[src/rtl/rr_stream_mux.sv]
// rr_stream_mux -- N-to-1 valid/ready stream multiplexer, round-robin arbitration.
//
// Merges N producer streams into one registered output stream and tags each
// output beat with the index of the channel it came from. With PACKET_MODE=1
// a channel that wins keeps the grant until its s_last beat is accepted.
//
// Ports:
//   clk, resetn        clock, asynchronous active-low reset
//   s_valid/s_ready    per-channel handshake (s_ready is at most one-hot)
//   s_data             channel i in bits [i*DATA_WIDTH +: DATA_WIDTH]
//   s_last             per-channel end-of-packet
//   m_valid/m_ready    output handshake (m_valid registered)
//   m_data/m_last      registered output payload / end-of-packet
//   m_src              registered source channel index of the current beat

// Per-channel slice: round-robin "above pointer" request and ready decode.
module rr_stream_mux_lane #(
    parameter int IDX_W = 3,
    parameter int LANE  = 0
) (
    input  logic             resetn,
    input  logic             valid,
    input  logic [IDX_W-1:0] ptr,
    input  logic [IDX_W-1:0] grant,
    input  logic             gvalid,
    input  logic             load_en,
    output logic             req_hi,
    output logic             ready
);
    localparam logic [IDX_W-1:0] MY_IDX = IDX_W'(LANE);

    // Requests strictly after the last winner get first pick; this is what
    // makes the search start at ptr+1 and wrap modulo N.
    assign req_hi = valid & (MY_IDX > ptr);
    assign ready  = resetn & load_en & gvalid & (grant == MY_IDX);
endmodule

module rr_stream_mux #(
    parameter int DATA_WIDTH  = 32,
    parameter int N           = 8,
    parameter int PACKET_MODE = 0,
    localparam int IDX_W      = (N > 1) ? $clog2(N) : 1
) (
    input  logic                    clk,
    input  logic                    resetn,
    input  logic [N-1:0]            s_valid,
    output logic [N-1:0]            s_ready,
    input  logic [N*DATA_WIDTH-1:0] s_data,
    input  logic [N-1:0]            s_last,
    output logic                    m_valid,
    input  logic                    m_ready,
    output logic [DATA_WIDTH-1:0]   m_data,
    output logic                    m_last,
    output logic [IDX_W-1:0]        m_src
);
    typedef struct packed {
        logic [DATA_WIDTH-1:0] data;
        logic                  last;
        logic [IDX_W-1:0]      src;
    } beat_t;

    logic [N-1:0][DATA_WIDTH-1:0] lane_data;
    logic [N-1:0]                 req_hi;
    logic [IDX_W-1:0]             ptr, lock_idx, grant, rr_hi, rr_lo;
    logic                         lock, gvalid, load_en, xfer, vld_q;
    beat_t                        beat_q, beat_d;

    assign lane_data = s_data;
    assign load_en   = !vld_q | m_ready;
    assign xfer      = |(s_valid & s_ready);

    for (genvar i = 0; i < N; i++) begin : g_lane
        rr_stream_mux_lane #(.IDX_W(IDX_W), .LANE(i)) u_lane (
            .resetn  (resetn),
            .valid   (s_valid[i]),
            .ptr     (ptr),
            .grant   (grant),
            .gvalid  (gvalid),
            .load_en (load_en),
            .req_hi  (req_hi[i]),
            .ready   (s_ready[i])
        );
    end

    // Arbitration. Descending loops so the lowest matching index wins.
    always_comb begin
        rr_hi  = '0;
        rr_lo  = '0;
        grant  = '0;
        gvalid = 1'b0;
        for (int i = N - 1; i >= 0; i--) begin
            if (req_hi[i])  rr_hi = IDX_W'(i);
            if (s_valid[i]) rr_lo = IDX_W'(i);
        end
        if (lock) begin
            // Locked channel only; everyone else is held off.
            grant = lock_idx;
            for (int i = 0; i < N; i++)
                if (IDX_W'(i) == lock_idx) gvalid = s_valid[i];
        end else begin
            grant  = (|req_hi) ? rr_hi : rr_lo;
            gvalid = |s_valid;
        end
    end

    // Payload select for the granted channel.
    always_comb begin
        beat_d     = '0;
        beat_d.src = grant;
        for (int i = 0; i < N; i++) begin
            if (grant == IDX_W'(i)) begin
                beat_d.data = lane_data[i];
                beat_d.last = s_last[i];
            end
        end
    end

    always_ff @(posedge clk or negedge resetn) begin
        if (!resetn) begin
            vld_q    <= 1'b0;
            beat_q   <= '0;
            ptr      <= IDX_W'(N - 1);
            lock     <= 1'b0;
            lock_idx <= '0;
        end else if (load_en) begin
            vld_q <= xfer;
            if (xfer) begin
                beat_q <= beat_d;
                ptr    <= grant;
                if (PACKET_MODE != 0) begin
                    // Single-beat packets never lock; unlocking leaves ptr at
                    // the finished channel so the next search starts after it.
                    if (!lock && !beat_d.last) begin
                        lock     <= 1'b1;
                        lock_idx <= grant;
                    end else if (lock && beat_d.last) begin
                        lock <= 1'b0;
                    end
                end
            end
        end
    end

    assign m_valid = vld_q;
    assign m_data  = beat_q.data;
    assign m_last  = beat_q.last;
    assign m_src   = beat_q.src;
endmodule

[config.mk]
export PLATFORM = sky130hd
export DESIGN_NAME = rr_stream_mux
export DESIGN_NICKNAME = d
export VERILOG_FILES = /design/src/rtl/rr_stream_mux.sv
export SDC_FILE = /design/constraint.sdc
export NUM_CORES = 1
export LEC_CHECK = 0
export BUFFER_PORTS_ARGS = -buffer_cell sky130_fd_sc_hd__buf_2
export CELL_PAD_IN_SITES_DETAIL_PLACEMENT = 1
export CELL_PAD_IN_SITES_GLOBAL_PLACEMENT = 1
export CORE_AREA = 2 2 125 127
export DETAILED_ROUTE_END_ITERATION = 6
export DIE_AREA = 0 0 127 129
export PLACE_DENSITY = 0.78
export SYNTH_ARGS = -nofsm -noshare
export SYNTH_HDL_FRONTEND = slang
export SYNTH_SLANG_ARGS = --single-unit
export TNS_END_PERCENT = 10
[constraint.sdc]
create_clock -name clk -period 4.9 [get_ports clk]
set_input_delay 0.98 -clock clk [delete_from_list [all_inputs] [get_ports clk]]
set_output_delay 0.98 -clock clk [all_outputs]
set_load 0.005 [all_outputs]
==> run_results.csv <==
group,metric,value,unit
critical_path,crit_type,"input pin to output pin",
clock_network,cts_buffer_depth,2,
drt,avgRoutedWirePerCell,19.1,um
clock_network,cts_sinks,40,
timing,rsz0062_at_grt,"false",
clock_network,cts_root_buf,"clkbuf_16",
synthesis,yosysSeqAreaShare,24.1,%
place,dp_cells,927,
drt,wl,17.9,mm
synthesis,synthArstFlopShare,100,%
clock_network,cts_resized,0,
global_route,grt_max_degree,67,
drt,firstDrtPassIters,4,
layout,antenna_cells,0,
drt,drc,0,
timing,worst_slew_pin_slew,0.925,ns
timing,setup-tns-final,0,ns
synthesis,synth_flop_cell,"dfrtp_1",
global_route,grt_util_all_layers,20.9,%
critical_path,worstPathArrival,3.21,ns
layout,area.growth.synth_to_final,44.2,%
synthesis,synthesis.nets,739,
critical_path,slowest_delay,0.73,ns
die,core_area,0.0150,mm^2
clock_network,htree_levels,2,
clock_network,clkTransAtPathRegs,0.06,ns
critical_path,cp_cell_sequence,"buf_2 > nor4_1 > nor2b_1 > nor3_1 > nor2_1 > nand2_1 > nor3_1 > buf_2",
critical_path,critPathLaunchType,"input pin",
layout,multi_input_area,0.00289,mm^2
timing,worst_hold_slack,0.477,ns
layout,layout_common_cells,"buf_2 (319), mux2i_1 (119), dfrtp_1 (37)",
layout,postLayoutCoreUtil,40.1,%
layout,final_cells,935,
pwr,clkPwrFrac,10.2,%
clock_network,cts_buffers,5,
synthesis,yosysWarnings,4,
clock_network,clk_latency,0.28,ns
clock_network,ctsHoldBuffers,0,
critical_path,required,3.92,ns
die,std_cell_rows,45,
critical_path,end_kind,"output pin",
layout,final_nets,1021,
pwr,internal-power,1870,uW
die,die_area,0.0164,mm^2
pwr,p_sw,1750,uW
place,dp_hpwl,14.0,mm
critical_path,crit_path_top_delay_cell,"nor3_1",
global_route,grt_pass1_vias,5404,
timing,relSlewSlack,37.9,%
layout,final_common_cell,"buf_2",
timing,clock.fmax,0.239,GHz
pwr,vdd_drop_max,0.260,mV
synthesis,synth-seq-cells,40,
timing,maxSlewViolCount,0,
synthesis,syn_area,0.00416,mm^2
timing,finalSetupViolations,0,
synthesis,synth_edf_count,0,
synthesis,synthCells,464,
timing,final.min_clock_period,4.19,ns
critical_path,critPathMaxFanout,7,
timing,post-route-period-util,85.4,%
global_route,grt_antenna_before_repair,0,
drt,via_count,5113,
synthesis,yosysUniqueCellTypes,48,
pwr,p_seq_share,17.2,%
status,status,"finished clean",
pwr,p_comb_share,72.6,%
place,io_buffers,319,
clock_network,cts_tree,"done",
run,drv_cap,0,
global_route,grt_pass1_wl,27.3,mm
timing,hold_viol,0,
layout,seqCellArea,0.00100,mm^2
die,io_pins,320,
timing,fin_ws,0.713,ns
die,start_util,27.8,%
layout,layout-drive-gt1-share,47.4,%
place,globalplace.congestion,0.876,
place,post-place-ws,0.825,ns
die,fp.dieW,127,um
global_route,gr-total-overflow,0,
die,die_y,129,um
layout,fillers,1913,
drt,drt_iter0_drc,240,
synthesis,postSynthAreaPerCell,8.97,um^2
pwr,p_leak,0.00308,uW
critical_path,critical-path-top-delay-family,"simple AND/OR/NAND/NOR gates",
clock_network,cts_setup_buffers,0,
timing,fin_skew,0.00775,ns
drt,ant_nets,0,
drt,vias_per_cell,5.47,
critical_path,path_buf_inv,2,
pwr,p_per_area,603,mW/mm^2
pwr,swShare,48.4,%
min_path,hold_path_class,"register to register",
==> final timing paths <==
check | from | endpoint | slack (ns) | cells after the start
max reg2reg | ptr[2] | m_data[17] | 1.52 | 8
max in group asynchronous | resetn | ptr[2] | 3.68 | 2
min | m_src[1] | m_src[1] | 0.48 | 2
min reg2reg | m_src[1] | m_src[1] | 0.48 | 2
max | s_valid[5] | s_ready[6] | 0.71 | 8
min in group asynchronous | resetn | m_src[1] | 0.82 | 2
==> synth_stat cells, types with 2 or more instances <==
cell / number / area share [%]
a21oi_1: 9 / 1.1
nor4_1: 30 / 4.5
and3_1: 4 / 0.60
nand3_1: 10 / 1.2
nor2_1: 12 / 1.1
a211o_1: 3 / 0.63
buf_4: 13 / 2.3
clkbuf_1: 22 / 2.0
and2_1: 5 / 0.75
a221oi_1: 4 / 0.84
a2111oi_0: 28 / 5.9
dfstp_2: 3 / 1.9
mux2i_1: 119 / 29
a31oi_1: 2 / 0.30
nand2_1: 18 / 1.6
a2bb2oi_1: 2 / 0.42
nor2b_1: 2 / 0.30
buf_2: 17 / 2.0
inv_1: 5 / 0.45
nor3_1: 35 / 4.2
buf_1: 3 / 0.27
or3_1: 2 / 0.30
o221ai_1: 4 / 0.84
dfrtp_1: 37 / 22
a211oi_1: 3 / 0.54
a221o_1: 27 / 6.5
o32a_1: 4 / 0.96
o21ai_0: 12 / 1.4
mux2_2: 4 / 1.1
o211ai_1: 2 / 0.36
nand2b_1: 6 / 0.90
==> sequential cells by signal (all words and copies together) (netlist names) <==
| name | count |
|---|---|
| m_data | 32 |
| m_src | 3 |
| ptr | 3 |
| m_last | 1 |
| m_valid | 1 |
==> cell type report <==
class	count	area share, %
clock buffer	6	2.15
clock inverter	2	0.584
inverter	5	0.313
multi-input combinational	363	48.2
sequential	40	16.7
tap	188	3.92
timing repair buffer	331	28.1
==> power groups by stage <==
stage / logic (uW) / registers [uW] / clock network (uW)
3_3_place_gp: 2610 / 619 / 0
2_1_floorplan: 1930 / 608 / 0
4_1_cts: 2650 / 623 / 384
3_5_place_dp: 2650 / 622 / 0
5_1_grt: 2880 / 643 / 403
6_report: 2630 / 621 / 371
==> stage by stage <==
stage / total power (uW) / instance area, um^2
floorplan: 2540 / 4160
detailed placement: 3270 / 5840
global route: 3930 / 6000
finish: 3620 / 6000
global placement: 3220 / 5840
CTS: 3650 / 6000
==> layer usage <==
metal,wire length (um),up-vias,GRT usage [%]
li1,-,2432,-
met1,7170,2434,24.5
met2,9130,225,38.2
met3,1240,22,4.53
met4,306,0,6.21
met5,0,-,0
==> logic make-up after synthesis <==
logic type             share of synthesized area (%)
AO/OA/AOI/OAI                                   22.9
multiplexers                                    29.7
buffers and inverters                           7.37
flip-flops                                      24.1
AND/OR/NAND/NOR                                 15.8
==> worst register-to-register path, stage by stage, from the launching register on <==
cell and delay, ns:
dfstp_2 0.64, nor2_1 0.11, and2_1 0.21, o21bai_1 0.24, nor2_4 0.34, buf_4 0.77, mux2i_1 0.27, a2111oi_0 0.56
a221o_1 0.18
Note: power is estimated with default switching activity, not from simulation.
